File: src/rtl/fpu_pkg.sv
// Shared definitions for the long-latency FPU issue path.
package fpu_pkg;

    // funct5 encodings for the multi-cycle op class
    localparam logic [4:0]  FDIV      = 5'b00011;
    localparam logic [4:0]  FSQRT     = 5'b01011;

    // Result returned when the watchdog gives up on the core
    localparam logic [31:0] CANON_NAN = 32'h7fc00000;

    // Issue-queue sequencer states
    typedef enum logic [1:0] {
        IDLE  = 2'd0,
        WAIT  = 2'd1,
        RESP  = 2'd2,
        DRAIN = 2'd3
    } lq_state_t;

endpackage

File: src/rtl/fpu_req_fifo.sv
// Generic synchronous FIFO with wrap-bit pointers and a synchronous clear.
module fpu_req_fifo #(
    parameter int unsigned WIDTH = 8,
    parameter int unsigned DEPTH = 4
) (
    input  logic             clk,
    input  logic             rst,
    input  logic             clear,
    input  logic             push,
    input  logic [WIDTH-1:0] din,
    input  logic             pop,
    output logic [WIDTH-1:0] dout,
    output logic             full,
    output logic             empty
);

    localparam int unsigned AW = $clog2(DEPTH);

    logic [AW:0]      wr_ptr;
    logic [AW:0]      rd_ptr;
    logic [WIDTH-1:0] mem [DEPTH];
    logic             do_push;
    logic             do_pop;

    // Same index with differing wrap bits means every slot is occupied
    assign empty   = (wr_ptr == rd_ptr);
    assign full    = (wr_ptr[AW] != rd_ptr[AW]) && (wr_ptr[AW-1:0] == rd_ptr[AW-1:0]);
    assign dout    = mem[rd_ptr[AW-1:0]];
    assign do_push = push && !full && !clear;
    assign do_pop  = pop && !empty && !clear;

    // Pointer update; clear wins over any same-cycle push/pop
    always_ff @(posedge clk or posedge rst) begin
        if (rst) begin
            wr_ptr <= '0;
            rd_ptr <= '0;
        end else if (clear) begin
            wr_ptr <= '0;
            rd_ptr <= '0;
        end else begin
            if (do_push) wr_ptr <= wr_ptr + (AW+1)'(1);
            if (do_pop)  rd_ptr <= rd_ptr + (AW+1)'(1);
        end
    end

    // Storage write; contents are don't-care until the pointers cover them
    always_ff @(posedge clk) begin
        if (do_push) mem[wr_ptr[AW-1:0]] <= din;
    end

endmodule

File: src/rtl/fpu_long_issue_queue.sv
// Front end for the multi-cycle FPU core: buffers tagged requests, issues one
// at a time, returns tagged results, with watchdog and flush/drain handling.
module fpu_long_issue_queue
    import fpu_pkg::*;
#(
    parameter int unsigned DEPTH   = 4,
    parameter int unsigned TAG_W   = 5,
    parameter int unsigned TIMEOUT = 64
) (
    input  logic             clk,
    input  logic             rst,
    input  logic             flush,
    input  logic             req_valid,
    output logic             req_ready,
    input  logic [31:0]      req_x,
    input  logic [31:0]      req_y,
    input  logic [31:0]      req_z,
    input  logic [4:0]       req_funct5,
    input  logic [2:0]       req_rm,
    input  logic [TAG_W-1:0] req_tag,
    output logic             resp_valid,
    input  logic             resp_ready,
    output logic [31:0]      resp_res,
    output logic [TAG_W-1:0] resp_tag,
    output logic             resp_timeout,
    output logic             busy,
    output logic             err,
    output logic             core_en,
    output logic [31:0]      core_x,
    output logic [31:0]      core_y,
    output logic [31:0]      core_z,
    output logic [4:0]       core_funct5,
    output logic [2:0]       core_rm,
    input  logic             core_valid,
    input  logic [31:0]      core_res
);

    localparam int unsigned PW       = 3*32 + 5 + 3 + TAG_W;
    localparam int unsigned CW       = $clog2(TIMEOUT);
    localparam logic [CW-1:0] CNT_LAST = CW'(TIMEOUT - 1);

    lq_state_t        state;
    lq_state_t        state_nxt;

    logic [PW-1:0]    fifo_din;
    logic [PW-1:0]    fifo_dout;
    logic             fifo_full;
    logic             fifo_empty;
    logic             fifo_push;
    logic             fifo_pop;

    logic [31:0]      head_x;
    logic [31:0]      head_y;
    logic [31:0]      head_z;
    logic [4:0]       head_funct5;
    logic [2:0]       head_rm;
    logic [TAG_W-1:0] head_tag;

    logic [31:0]      op_x;
    logic [31:0]      op_y;
    logic [31:0]      op_z;
    logic [4:0]       op_funct5;
    logic [2:0]       op_rm;
    logic [TAG_W-1:0] op_tag;

    logic [31:0]      res_q;
    logic [TAG_W-1:0] tag_q;
    logic             to_q;
    logic             err_q;
    logic             en_q;
    logic             rdy_en;
    logic [CW-1:0]    wd_cnt;
    logic             wd_expire;
    logic             core_done;

    // rdy_en keeps req_ready low while in reset and for the release cycle
    assign req_ready = rdy_en && !fifo_full && !flush;
    assign fifo_push = req_valid && req_ready;
    assign fifo_din  = {req_x, req_y, req_z, req_funct5, req_rm, req_tag};
    assign {head_x, head_y, head_z, head_funct5, head_rm, head_tag} = fifo_dout;

    fpu_req_fifo #(
        .WIDTH (PW),
        .DEPTH (DEPTH)
    ) u_req_fifo (
        .clk   (clk),
        .rst   (rst),
        .clear (flush),
        .push  (fifo_push),
        .din   (fifo_din),
        .pop   (fifo_pop),
        .dout  (fifo_dout),
        .full  (fifo_full),
        .empty (fifo_empty)
    );

    assign wd_expire = (wd_cnt == CNT_LAST);
    assign core_done = core_valid || wd_expire;

    assign core_en      = en_q;
    assign core_x       = op_x;
    assign core_y       = op_y;
    assign core_z       = op_z;
    assign core_funct5  = op_funct5;
    assign core_rm      = op_rm;
    assign resp_valid   = (state == RESP);
    assign resp_res     = res_q;
    assign resp_tag     = tag_q;
    assign resp_timeout = to_q;
    assign err          = err_q;
    assign busy         = (state != IDLE) || !fifo_empty;

    // State register
    always_ff @(posedge clk or posedge rst) begin
        if (rst) state <= IDLE;
        else     state <= state_nxt;
    end

    // Next-state and FIFO pop decision
    always_comb begin
        state_nxt = state;
        fifo_pop  = 1'b0;
        case (state)
            IDLE: begin
                if (!flush && !fifo_empty) begin
                    fifo_pop  = 1'b1;
                    state_nxt = WAIT;
                end
            end
            WAIT: begin
                // A flush that coincides with completion has nothing left to drain
                if (flush)          state_nxt = core_done ? IDLE : DRAIN;
                else if (core_done) state_nxt = RESP;
            end
            RESP: begin
                if (flush || resp_ready) state_nxt = IDLE;
            end
            DRAIN: begin
                if (core_done) state_nxt = IDLE;
            end
            default: state_nxt = IDLE;
        endcase
    end

    // Operand capture, start pulse, watchdog counter and response registers
    always_ff @(posedge clk or posedge rst) begin
        if (rst) begin
            op_x      <= '0;
            op_y      <= '0;
            op_z      <= '0;
            op_funct5 <= '0;
            op_rm     <= '0;
            op_tag    <= '0;
            en_q      <= 1'b0;
            wd_cnt    <= '0;
            res_q     <= '0;
            tag_q     <= '0;
            to_q      <= 1'b0;
            err_q     <= 1'b0;
            rdy_en    <= 1'b0;
        end else begin
            rdy_en <= 1'b1;
            en_q   <= fifo_pop;
            if (fifo_pop) begin
                op_x      <= head_x;
                op_y      <= head_y;
                op_z      <= head_z;
                op_funct5 <= head_funct5;
                op_rm     <= head_rm;
                op_tag    <= head_tag;
                wd_cnt    <= '0;
            end else if ((state == WAIT || state == DRAIN) && !wd_expire) begin
                wd_cnt <= wd_cnt + CW'(1);
            end
            if (state == WAIT && !flush) begin
                if (core_valid) begin
                    res_q <= core_res;
                    tag_q <= op_tag;
                    to_q  <= 1'b0;
                end else if (wd_expire) begin
                    res_q <= CANON_NAN;
                    tag_q <= op_tag;
                    to_q  <= 1'b1;
                end
            end
            if (core_valid && (state == IDLE || state == RESP)) err_q <= 1'b1;
        end
    end

endmodule

File: config.mk
export PLATFORM = sky130hd
export DESIGN_NAME = fpu_long_issue_queue
export DESIGN_NICKNAME = d
export VERILOG_FILES = /design/src/rtl/fpu_pkg.sv /design/src/rtl/fpu_req_fifo.sv /design/src/rtl/fpu_long_issue_queue.sv
export SDC_FILE = /design/constraint.sdc
export NUM_CORES = 1
export LEC_CHECK = 0
export CAP_MARGIN = 20
export CELL_PAD_IN_SITES_DETAIL_PLACEMENT = 0
export CELL_PAD_IN_SITES_GLOBAL_PLACEMENT = 2
export CORE_MARGIN = 1
export CORE_UTILIZATION = 47
export CTS_BUF_LIST = sky130_fd_sc_hd__clkbuf_8
export DETAILED_ROUTE_END_ITERATION = 10
export GPL_TIMING_DRIVEN = 0
export PLACE_DENSITY_LB_ADDON = 0.1
export SYNTH_ARGS = -nofsm -noshare
export SYNTH_HDL_FRONTEND = slang
export SYNTH_SLANG_ARGS = --single-unit
File: constraint.sdc
create_clock -name clk -period 9.65 [get_ports clk]
set_input_delay 0.965 -clock clk [delete_from_list [all_inputs] [get_ports clk]]
set_output_delay 0.965 -clock clk [all_outputs]
set_load 0.02 [all_outputs]
==> Word-level counts from Yosys, hierarchy flattened <==
Memories as Yosys holds them, arrays and structs flattened. A register that Yosys moved wholly into a read port is not among the register bits.
Index checks and enable logic that the tools add are counted.
{ "word_totals": {"register_bits": 55, "latch_bits": 0, "mem_bits_rw": 436, "romBits": 0, "in_bits": 147, "output_inout_bits": 147, "word_cells": 77, "mem_count": 1} }
{ "classes": {"addsub": 3, "n_mul": 0, "div_mod_pow": 0, "order_cmp": 0, "n_eq_ne": 11, "n_shift": 0, "mux": 23, "n_bitwise": 0, "reduce_logical": 29} }
{ "memory_table": {"columns": ["memory", "depth", "width", "read_ports", "rd_ports_with_merged_regs", "wr", "line_no", "rtl"], "rows": [
  ["u_req_fifo.mem", 4, 109, 1, 1, 1, "fpu_req_fifo.sv:21", "logic [WIDTH-1:0] mem [DEPTH];"]
]} }
{ "op_table": {"columns": ["op", "count"], "rows": [
  ["32-bit two-way mux", 2],
  ["1-bit logical AND", 12],
  ["2-bit two-way mux", 6],
  ["3-bit two-way mux", 4],
  ["6-bit two-way mux", 2],
  ["5-bit two-way mux", 2],
  ["2-bit nonzero test", 5],
  ["2-bit one-hot mux with 4 select lines", 1],
  ["3-bit by 1-bit adder with 3-bit output, second input constant", 2],
  ["6-bit by 1-bit adder with 6-bit output, second input constant", 1],
  ["6-bit == test, second input constant", 1],
  ["1-bit two-way mux", 6],
  ["1-bit logical OR", 5],
  ["2-bit == test, second input constant", 2],
  ["1-bit logical NOT", 4],
  ["2-bit inequality test, second input constant", 2],
  ["4-bit AND reduction", 1],
  ["3-bit == test", 1],
  ["3-bit inequality test, second input constant", 1],
  ["2-bit by 1-bit == test with 1-bit output, second input constant", 1],
  ["2-bit == test", 1],
  ["2-bit logical NOT", 1],
  ["2-bit by 1-bit inequality test with 1-bit output, second input constant", 1],
  ["2-bit AND reduction", 1],
  ["1-bit inequality test", 1]
]} }

==> Longest topological paths before layout <==
{ "depth": {"word_depth": 10, "mapped_depth": 7, "ltp_nobuf": 5} }

==> Modules after synthesis <==
From an unflattened synthesis, not the netlist that was laid out.
{ "unflattened": {"hier_cells": 1236, "area_unflattened_um2": 22335.2} }
{ "modules_own_cells": {"columns": ["module", "n_inst", "cells_each", "area_each_um2", "seq_area_each_um2"], "rows": [
  ["fpu_req_fifo", 1, 635, 16263.1, 13242.7],
  ["fpu_long_issue_queue", 1, 601, 6072.1, 3953.8]
]} }

==> Worst setup path after synthesis <==
Ideal clock, no wire load.
{ "synth_timing": {"path_kind": "input-to-reg", "startpoint": "input flush", "endpoint": "memory u_req_fifo.mem[1][0] (netlist name), enable pin", "setup_ns": 0.478, "arrival_ns": 3.903, "t_required_ns": 9.172, "slack_ns": 5.269, "path_stages": 3, "n_path_buf": 1, "path_cell_list": "clkbuf_1 > nor2b_1 > and4_1"} }
{ "synth_via": {"elab_chain_cells": 7} }
{ "synth_lines": {"columns": ["element", "line_no", "rtl"], "rows": [
  ["from (decl)", "fpu_long_issue_queue.sv:12", "input logic flush,"],
  ["1-bit logical NOT *", "fpu_req_fifo.sv:29, fpu_long_issue_queue.sv:77", null],
  ["1-bit logical AND", "fpu_long_issue_queue.sv:77", "assign req_ready = rdy_en && !fifo_full && !flush;"],
  ["1-bit logical AND", "fpu_long_issue_queue.sv:78", "assign fifo_push = req_valid && req_ready;"],
  ["1-bit logical AND", "fpu_req_fifo.sv:29", "assign do_push = push && !full && !clear;"],
  ["1-bit logical AND *", "fpu_req_fifo.sv:29", null],
  ["1-bit two-way mux *", "fpu_req_fifo.sv:48", "if (do_push) mem[wr_ptr[AW-1:0]] <= din;"],
  ["1-bit two-way mux (implied by the code) *", "fpu_req_fifo.sv:48", null],
  ["to (decl)", "fpu_req_fifo.sv:21", null]
]} }
Mark *: on every way between the ends. The rest lies on a longest branch, timed or not.

==> Final worst setup path <==
{ "layout_timing": {"startpoint": "input flush", "endpoint": "output req_ready"} }
{ "layout_via": {"elab_chain_cells": 2} }
{ "layout_lines": {"columns": ["element", "line_no", "rtl"], "rows": [
  ["1-bit logical NOT", "fpu_long_issue_queue.sv:77", null],
  ["1-bit logical AND", "fpu_long_issue_queue.sv:77", null],
  ["to (decl)", "fpu_long_issue_queue.sv:14", "output logic req_ready,"]
]} }
Every way passes these cells.

==> flow_metrics.tcl <==
set metrics [dict create \
    numCtsBuffers 97 \
    start_util 0.481 \
    cts.clk_slew.worst_paths_ns 0.06 \
    htreeDepth 3 \
    crit_fanout 10 \
    synthesis.nets 1137 \
    cts_root_buf "clkbuf_8" \
    use_met1 0.241 \
    dpl_worst_slack_ns 5.87 \
    syn_inst 984 \
    firstDrtPassIters 5 \
    grt_overflow_total 0 \
    regArea_sq_um 17200 \
    rrSetupSlack_ns 6.86 \
    clockBufferDepth 3 \
    chipWidth_microns 218 \
    drive_above_1_share 0.246 \
    cts_setup_buffers 0 \
    drtIter0Drc 548 \
    arrival_ns 2.79 \
    fin_crit_sh 0.389 \
    core_area_sq_um 45800 \
    fmax_mhz 266 \
    multi_input_area_sq_um 4570 \
    chipHeight_microns 218 \
    yosys_warnings 0 \
    synthArstFlopShare 0.273 \
    crit_start "flush" \
    setup-tns-final_ns 0 \
    synth-edff-count 436 \
    cts_num_sinks 600 \
    yosys.cell_types.count 43 \
    n_fill_cell 3445 \
    final_antenna_net_count 0 \
    synthFlopType "edfxtp_1" \
    track_usage 0.198 \
    maxCapViolations 0 \
    die_area_sq_um 47700 \
    grt_pass1_wl_mm 69.0 \
    use_met3 0.0668 \
    port_buffers 292 \
    cp.required_ns 8.69 \
    area_growth_pct 26.4 \
    timing.rr.start "u_req_fifo.wr_ptr[0]" \
    netlist.top_cell.by_area "edfxtp_1" \
    ys_ff_latch 600 \
    outcome "completed" \
    hp-class "reg -> reg" \
    dp_hpwl_mm 28.5 \
    antenna_found_initial 7 \
    yosysMostFrequentCell "edfxtp_1" \
    final.setup.worst_slack_ns 5.90 \
    dpl-instance-area_sq_um 25900 \
    nets 1537 \
    use_met2 0.330 \
    tritoncts "done" \
    finalWirelength_mm 45.4 \
    synth_area_leaders "edfxtp_1, dfrtp_1, mux4_2" \
    rsz0062_at_grt "no" \
    slew_violations 0 \
    gp_congestion 0.721 \
    worstSetupPathType "in -> out" \
    syn_avg_cell_area_sq_um 22.4 \
    vias 10900 \
    detail_route.wl_per_cell_microns 21.9 \
    drc 0 \
    grt_busiest_layer "met2" \
    finalPower_mw 7.48 \
    cp-start-kind "input pin" \
    io_pins 294 \
    ff2ff_path_depth 5 \
    relSlewSlack 0.351 \
    tightest_slew_ns 0.974 \
    min_period_ns 3.75 \
    syn_area_sq_um 22000 \
    cts_resized 0 \
    power_density_nw_per_um2 269 \
    setup_viol 0 \
    yosysSeqAreaShare 0.781 \
    grt_pass1_vias 11800 \
    crit_path_end_kind "output pin" \
    grt_max_degree 107 \
    dp_cells 1885 \
    r2r-end "u_req_fifo.mem[0][30]" \
    num_rows 78 \
    fin_worst_skew_ns 0.0159 \
    peakVddDrop_mv 0.173 \
    ys_top_cells_by_count "edfxtp_1, dfrtp_1, mux4_2, mux2_2, clkbuf_1" \
    endpoint "req_ready" \
    worstSkewPairLatency_ns 0.67 \
    viasPerCell 5.25 \
    hold_violations 0 \
    postLayoutCellArea_sq_um 27800 \
    yosysTopAreaCellShare 0.595 \
    final_cells 2072 \
    p_leak_nw 9.70 \
    cts-hold-fix-buffers 0 \
]
critical path, cell delays in order:
cell	delay (ns)
clkdlybuf4s50_1	0.52
clkbuf_1	0.39
nor2b_1	0.15
and2_1	0.19
clkdlybuf4s50_1	0.57
stage by stage:
step	utilization	hold slack, ns
floorplan	-	0.475
global placement	0.561	0.441
detailed placement	0.567	0.445
CTS	0.608	0.462
global route	0.608	0.497
finish	0.608	0.463
registers in the layout (all words and copies together), names as in the netlist:
signal and flops:
core_rm 3, core_en 1, resp_timeout 1, u_req_fifo.mem 436, u_req_fifo.rd_ptr 3, core_z 32
state 2, core_y 32, core_x 32, u_req_fifo.wr_ptr 3, err 1, wd_cnt 6
op_tag 5, core_funct5 5, resp_res 32, rdy_en 1, resp_tag 5
worst min-delay path by stage:
stage	start	end	depth (start not counted)
floorplan	op_tag[0]	op_tag[0]	1
global placement	err	err	1
detailed placement	err	err	1
CTS	err	err	1
global route	err	err	1
finish	err	err	1
layout make-up:
class	instances	area share
Antenna cell	4	0.000360
Timing Repair Buffer	301	0.114
Buffer	46	0.00854
Clock buffer	112	0.0554
Inverter	4	0.000809
Multi-Input combinational cell	334	0.164
Sequential cell	600	0.618
Clock inverter	71	0.0120
Tap cell	600	0.0270
where the power goes:
group          switching (mW)  total (mW)  internal, mW
registers               0.191        3.32          3.13
clock network           0.969        2.06          1.09
logic                   0.996        2.10          1.11
routing by layer:
metal  up-vias  routed length (microns)
met3        84                     3310
met1      5652                    18000
li1       4849                        -
met5         -                       38
met2       292                    23000
met4         6                     1020
logic make-up after synthesis:
group,after synthesis,synth area share
muxes,225,0.171
other,1,0.000170
DFF,600,0.781
and+or+nand+nor,46,0.0118
adders and majority gates,6,0.00341
AOI/OAI and AO/OA,48,0.0179
buffers and inverters,50,0.0115
xor gates and xnor gates,8,0.00318
layout by cell type, fill, tap and decap left out, types with 22 or more instances in the layout:
master and n:
mux2_2 92, dfrtp_1 164, clkdlybuf4s50_1 292, mux2_1 22
a22o_1 23, edfxtp_1 436, inv_1 40, mux4_2 109
clkbuf_1 30, clkbuf_8 112
No activity file was read; power rests on OpenSTA's default activity.
